==> config.mk <==
export PLATFORM = sky130hd
export DESIGN_NAME = cache_arbiter_flat
export DESIGN_NICKNAME = d
export VERILOG_FILES = /design/src/rtl/cache_arbiter_if.sv /design/src/rtl/cache_arbiter.sv /design/src/flat_wrapper.sv
export SDC_FILE = /design/constraint.sdc
export NUM_CORES = 1
export LEC_CHECK = 0
export ABC_AREA = 1
export BUFFER_PORTS_ARGS = -buffer_cell sky130_fd_sc_hd__buf_2
export CAP_MARGIN = 20
export CORE_AREA = 2 2 546 548
export DETAILED_ROUTE_END_ITERATION = 10
export DIE_AREA = 0 0 548 550
export PLACE_DENSITY = 0.3
export SYNTH_ARGS = -nofsm -noshare
export SYNTH_HDL_FRONTEND = slang
export SYNTH_SLANG_ARGS = --single-unit
==> constraint.sdc <==
create_clock -name clk -period 3.4 [get_ports clk]
set_input_delay 0.34 -clock clk [delete_from_list [all_inputs] [get_ports clk]]
set_output_delay 0.34 -clock clk [all_outputs]
set_load 0.05 [all_outputs]
==> src/rtl/cache_arbiter_if.sv <==
// Bundle of cache-side and memory-side signals for cache_arbiter.
// master: the arbiter's view. slave: the view of the caches and memory model.
interface cache_arbiter_if #(
  parameter int LINE_W = 256,
  parameter int ADDR_W = 32
);
  // I-cache side
  logic              i_read;
  logic [ADDR_W-1:0] i_addr;
  logic [LINE_W-1:0] i_rdata;
  logic              i_resp;
  // D-cache side
  logic              d_read;
  logic              d_write;
  logic [ADDR_W-1:0] d_addr;
  logic [LINE_W-1:0] d_wdata;
  logic [LINE_W-1:0] d_rdata;
  logic              d_resp;
  // downstream memory side
  logic              m_read;
  logic              m_write;
  logic [ADDR_W-1:0] m_addr;
  logic [LINE_W-1:0] m_wdata;
  logic [LINE_W-1:0] m_rdata;
  logic              m_resp;

  modport master (
    input  i_read, i_addr, d_read, d_write, d_addr, d_wdata, m_rdata, m_resp,
    output i_rdata, i_resp, d_rdata, d_resp, m_read, m_write, m_addr, m_wdata
  );

  modport slave (
    output i_read, i_addr, d_read, d_write, d_addr, d_wdata, m_rdata, m_resp,
    input  i_rdata, i_resp, d_rdata, d_resp, m_read, m_write, m_addr, m_wdata
  );
endinterface

==> src/rtl/cache_arbiter.sv <==
// cache_arbiter: grants the I-cache or the D-cache to the shared next-level
// memory, one line transaction at a time, holding the grant until m_resp.
// Optional macro CACHE_ARBITER_RR_EN: round-robin on a tie; otherwise the
// D-cache always wins a tie.
module cache_arbiter #(
  parameter int LINE_W = 256,
  parameter int ADDR_W = 32
) (
  input  logic             clk,
  input  logic             rst,
  cache_arbiter_if.master  bus
);

  typedef enum logic [1:0] {IDLE, SERVE_I, SERVE_D} state_t;

  localparam logic SIDE_I = 1'b0;
  localparam logic SIDE_D = 1'b1;

  state_t            state_q, state_d;
  logic [ADDR_W-1:0] addr_q;
  logic [LINE_W-1:0] wdata_q;
  logic              wr_q;
  logic              last_q;

  logic i_req, d_req, tie_d, cap_i, cap_d;

  assign i_req = bus.i_read;
  assign d_req = bus.d_read | bus.d_write;

`ifdef CACHE_ARBITER_RR_EN
  // Tie goes to the side that was not served last.
  assign tie_d = (last_q == SIDE_I);
`else
  // D always wins a tie; last_q is still tracked but does not steer the grant.
  assign tie_d = 1'b1 | last_q;
`endif

  // Read data is a straight pass-through; each side qualifies it with its resp.
  assign bus.i_rdata = bus.m_rdata;
  assign bus.d_rdata = bus.m_rdata;

  // Downstream address/data always come from the captured request.
  assign bus.m_addr  = addr_q;
  assign bus.m_wdata = wdata_q;

  // Next-state, grant and strobe/resp decode.
  always_comb begin
    state_d     = state_q;
    cap_i       = 1'b0;
    cap_d       = 1'b0;
    bus.m_read  = 1'b0;
    bus.m_write = 1'b0;
    bus.i_resp  = 1'b0;
    bus.d_resp  = 1'b0;
    case (state_q)
      IDLE: begin
        if (i_req && d_req) begin
          cap_d = tie_d;
          cap_i = ~tie_d;
        end else begin
          cap_d = d_req;
          cap_i = i_req;
        end
        if (cap_d)      state_d = SERVE_D;
        else if (cap_i) state_d = SERVE_I;
      end
      SERVE_I: begin
        bus.m_read = 1'b1;
        if (bus.m_resp) begin
          bus.i_resp = 1'b1;
          state_d    = IDLE;
        end
      end
      SERVE_D: begin
        bus.m_read  = ~wr_q;
        bus.m_write = wr_q;
        if (bus.m_resp) begin
          bus.d_resp = 1'b1;
          state_d    = IDLE;
        end
      end
      default: state_d = IDLE;
    endcase
  end

  // State register, request capture on grant, and last-served tracking.
  always_ff @(posedge clk) begin
    if (rst) begin
      state_q <= IDLE;
      addr_q  <= '0;
      wdata_q <= '0;
      wr_q    <= 1'b0;
      last_q  <= SIDE_D;
    end else begin
      state_q <= state_d;
      if (cap_i) addr_q <= bus.i_addr;
      if (cap_d) begin
        addr_q  <= bus.d_addr;
        wdata_q <= bus.d_wdata;
        // a simultaneous read+write is treated as a write
        wr_q    <= bus.d_write;
      end
      if (state_q == SERVE_I && bus.m_resp) last_q <= SIDE_I;
      if (state_q == SERVE_D && bus.m_resp) last_q <= SIDE_D;
    end
  end

endmodule

==> src/flat_wrapper.sv <==
// flat-port wrapper written by rule: the top's interface ports become plain ports
module cache_arbiter_flat 
#(
  parameter int LINE_W = 256,
  parameter int ADDR_W = 32
)
  (clk, rst, bus_i_read, bus_i_addr, bus_d_read, bus_d_write, bus_d_addr, bus_d_wdata, bus_m_rdata, bus_m_resp, bus_i_rdata, bus_i_resp, bus_d_rdata, bus_d_resp, bus_m_read, bus_m_write, bus_m_addr, bus_m_wdata);
  cache_arbiter_if #(.LINE_W(LINE_W), .ADDR_W(ADDR_W)) bus_i ();
  input  logic clk;
  input  logic rst;
  input wire logic [$bits(bus_i.i_read)-1:0] bus_i_read;
  input wire logic [$bits(bus_i.i_addr)-1:0] bus_i_addr;
  input wire logic [$bits(bus_i.d_read)-1:0] bus_d_read;
  input wire logic [$bits(bus_i.d_write)-1:0] bus_d_write;
  input wire logic [$bits(bus_i.d_addr)-1:0] bus_d_addr;
  input wire logic [$bits(bus_i.d_wdata)-1:0] bus_d_wdata;
  input wire logic [$bits(bus_i.m_rdata)-1:0] bus_m_rdata;
  input wire logic [$bits(bus_i.m_resp)-1:0] bus_m_resp;
  output wire logic [$bits(bus_i.i_rdata)-1:0] bus_i_rdata;
  output wire logic [$bits(bus_i.i_resp)-1:0] bus_i_resp;
  output wire logic [$bits(bus_i.d_rdata)-1:0] bus_d_rdata;
  output wire logic [$bits(bus_i.d_resp)-1:0] bus_d_resp;
  output wire logic [$bits(bus_i.m_read)-1:0] bus_m_read;
  output wire logic [$bits(bus_i.m_write)-1:0] bus_m_write;
  output wire logic [$bits(bus_i.m_addr)-1:0] bus_m_addr;
  output wire logic [$bits(bus_i.m_wdata)-1:0] bus_m_wdata;
  assign bus_i.i_read = bus_i_read;
  assign bus_i.i_addr = bus_i_addr;
  assign bus_i.d_read = bus_d_read;
  assign bus_i.d_write = bus_d_write;
  assign bus_i.d_addr = bus_d_addr;
  assign bus_i.d_wdata = bus_d_wdata;
  assign bus_i.m_rdata = bus_m_rdata;
  assign bus_i.m_resp = bus_m_resp;
  assign bus_i_rdata = bus_i.i_rdata;
  assign bus_i_resp = bus_i.i_resp;
  assign bus_d_rdata = bus_i.d_rdata;
  assign bus_d_resp = bus_i.d_resp;
  assign bus_m_read = bus_i.m_read;
  assign bus_m_write = bus_i.m_write;
  assign bus_m_addr = bus_i.m_addr;
  assign bus_m_wdata = bus_i.m_wdata;
  cache_arbiter #(.LINE_W(LINE_W), .ADDR_W(ADDR_W)) u_core (.clk(clk), .rst(rst), .bus(bus_i));
endmodule
==> flow_summary.yaml <==
drt:
  wl_per_cell_um: 20.5
  ant_nets: 0
  drt-pass1-iter-count: 5
  finalWirelength_um: 131000
  num_vias: 14100
  avgViaCountPerCell: 2.22
  drc: 0
  first_iter_violations: 793
clocking:
  root_buffer: "clkbuf_16"
  cts_setup_buffers: 0
  clock_sinks: 291
  cts.repair.resized: 0
  cts_buffer_depth: 3
  tritoncts: "yes"
  clk_latency_ns: 0.72
  cts_buffers: 46
  clk_pin_slew_ns: 0.06
  ctsHtreeMaxLevel: 2
  cts_hold_buf: 303
pwr:
  p_clk_share_pct: 39.6
  switchingPower_w: 0.00542
  finalPower_w: 0.0135
  powerDensity_nw_per_um2: 578
  swShare_pct: 40.0
  ir_drop_mv: 0.400
  pwr-share-comb_pct: 30.4
  leakage_nw: 9.85
  intPower_w: 0.00812
  p_seq_share_pct: 29.9
floorplan:
  start_util_pct: 4.95
  die_area_sq_um: 301000
  die_h_um: 550
  die_w_um: 548
  pin_count: 1386
  rows: 200
  core_sq_um: 296000
logic_synthesis:
  syn_nets: 2580
  synth.avg_cell_area_sq_um: 7.33
  netlist_area_sq_um: 14600
  ys_types: 17
  ys_ff_latch: 291
  synthCells: 1995
  seq_area_frac_synth_pct: 39.8
  synth_warnings: 0
sta:
  skew_ns: 0.0597
  tns_ns: 0
  fmax_ghz: 0.387
  finalCritPeriodShare_pct: 76.0
  finalMaxSlewViolations: 0
  period_needed_ns: 2.58
  relSlewSlack_pct: 31.1
  hold_violations: 0
  finalSetupViolations: 0
  rsz0062_at_grt: "no"
  worstMarginPinSlew_ns: 1.02
cells_and_area:
  final_cell_mix: "buf_2, nor2_1, dlygate4sd3_1"
  layout.cells.non_filler: 6363
  area_delta_synth_final_pct: 60.2
  nFillCells: 34800
  drive_above_1_share_pct: 30.2
  final_nets: 2968
  fin_area_sq_um: 23400
  final_common_cell: "buf_2"
grt:
  grt_use_total_pct: 8.28
  grt_pass1_wl_um: 158000
  grt_pass1_vias: 14000
  grt_max_degree: 87
  grt.overflow.total: 0
  antenna_found_initial: 44
setup_path:
  r2r_start: "u_core.state_q[0]$_SDFFE_PP0P_"
  cp-startpoint: "u_core.state_q[0]$_SDFFE_PP0P_"
  path_max_fanout: 34
  crit_buf_inv: 3
  endpoint_kind: "flop"
  cp-endpoint: "u_core.bus.m_addr[27]$_SDFFE_PP0P_"
  cp-start-kind: "flop"
  crit_family: "buffers and inverters"
  critPathKind: "reg2reg"
  rrSetupSlack_ns: 0.82
  rr_endpoint: "u_core.bus.m_addr[27]$_SDFFE_PP0P_"
  slowest_stage: "dlygate4sd3_1"
  required_ns: 3.96
  cp_num_cells: 8
  crit_chain: "inv_1, ha_1, nand2_8, buf_4, nand2_1, a21oi_1, dlygate4sd3_1, nor2_1"
  max_stage_delay_ns: 0.61
  ff2ff_path_depth: 8
  worst_ep_arrival_time_ns: 3.15
place:
  portBuffers: 617
  hpwl_um: 114000
  place_area_sq_um: 18700
  place.gp.congestion: 0.823
  place_inst: 5971
min_path:
  worstHoldPathType: "in2reg"
outcome:
  status: "finished clean"
run:
  cap_violations: 0
## state kept, by name, indices dropped and copies added (netlist names)
name and count:
u_core.bus.m_addr 32, u_core.bus.m_wdata 256, u_core.state_q 2, u_core.wr_q 1
## stage by stage
step | utilization, % | worst slack, ns | hold WS (ns)
2_1_floorplan | - | 1.97 | 0.409
4_1_cts | 7.92 | 0.790 | 0.00784
5_1_grt | 7.92 | 0.700 | 0.0352
3_3_place_gp | 6.33 | 1.07 | 0.460
3_5_place_dp | 6.33 | 1.06 | 0.466
6_report | 7.93 | 0.816 | 0.0720
## area by class of cell
cell class	instances	area [sq um]	area share, %
clock buffer	61	1300	5.54
multi-input combinational	985	4130	17.6
clock inverter	23	365	1.56
tap	3939	4930	21.0
timing repair buffer	951	6450	27.5
antenna	5	12.5	0.0534
inverter	108	413	1.76
sequential	291	5830	24.9
## worst min-delay path, stage by stage
cell and delay, ns:
buf_2 0.08, o21ai_0 0.16, nor2_1 0.12
## synth_stat cells
library cell  count  area (sq um)
buf_2            35           175
inv_1           107           402
buf_1             1          3.75
o21a_1            1          7.51
clkbuf_1         57           214
clkinv_1          1          3.75
o21ai_0         257          1290
nor2_1          546          2050
ha_1              3          37.5
buf_4           518          3890
nand4_1           1          6.26
nand2_2           3          18.8
nand3_1           1          5.00
a21oi_1          35           175
nor2_4            1          11.3
nand2_1         137           514
dfxtp_1         291          5830
## how the worst min path moves through the flow
stage                                         start                                    to  cells after the start
2_1_floorplan                                   rst        u_core.state_q[0]$_SDFFE_PP0P_                      1
3_3_place_gp   u_core.bus.m_wdata[186]$_SDFFE_PP0P_  u_core.bus.m_wdata[186]$_SDFFE_PP0P_                      2
3_5_place_dp     u_core.bus.m_wdata[8]$_SDFFE_PP0P_    u_core.bus.m_wdata[8]$_SDFFE_PP0P_                      2
4_1_cts                            bus_d_wdata[205]  u_core.bus.m_wdata[205]$_SDFFE_PP0P_                      3
5_1_grt                            bus_d_wdata[205]  u_core.bus.m_wdata[205]$_SDFFE_PP0P_                      3
6_report                           bus_d_wdata[190]  u_core.bus.m_wdata[190]$_SDFFE_PP0P_                      3
## metal layers
metal	GRT usage, %	vias up	wire (um)	part of all wire (%)
met2	11.8	1154	51700	40
met5	0.766	-	327	0.25
li1	-	6426	-	-
met3	8.59	451	30400	23
met1	6.81	6087	38200	29
met4	5.84	6	10100	7.7
## power by group through the flow
| stage | sequential, W | combinational [W] | clock (W) |
|---|---|---|---|
| 2_1_floorplan | 0.00553 | 0.00250 | 0 |
| 3_3_place_gp | 0.00412 | 0.00384 | 0 |
| 3_5_place_dp | 0.00413 | 0.00384 | 0 |
| 4_1_cts | 0.00406 | 0.00421 | 0.00572 |
| 5_1_grt | 0.00411 | 0.00444 | 0.00577 |
| 6_report | 0.00405 | 0.00412 | 0.00537 |
## cells by family after synthesis
| group | Yosys count | share of synthesized area, % |
|---|---|---|
| buffers and inverters | 719 | 32.0 |
| adders and majority gates | 3 | 0.257 |
| DFF | 291 | 39.8 |
| and+or+nand+nor | 689 | 17.8 |
| AOI/OAI and AO/OA | 293 | 10.0 |
No activity file was read; power rests on OpenSTA's default activity.
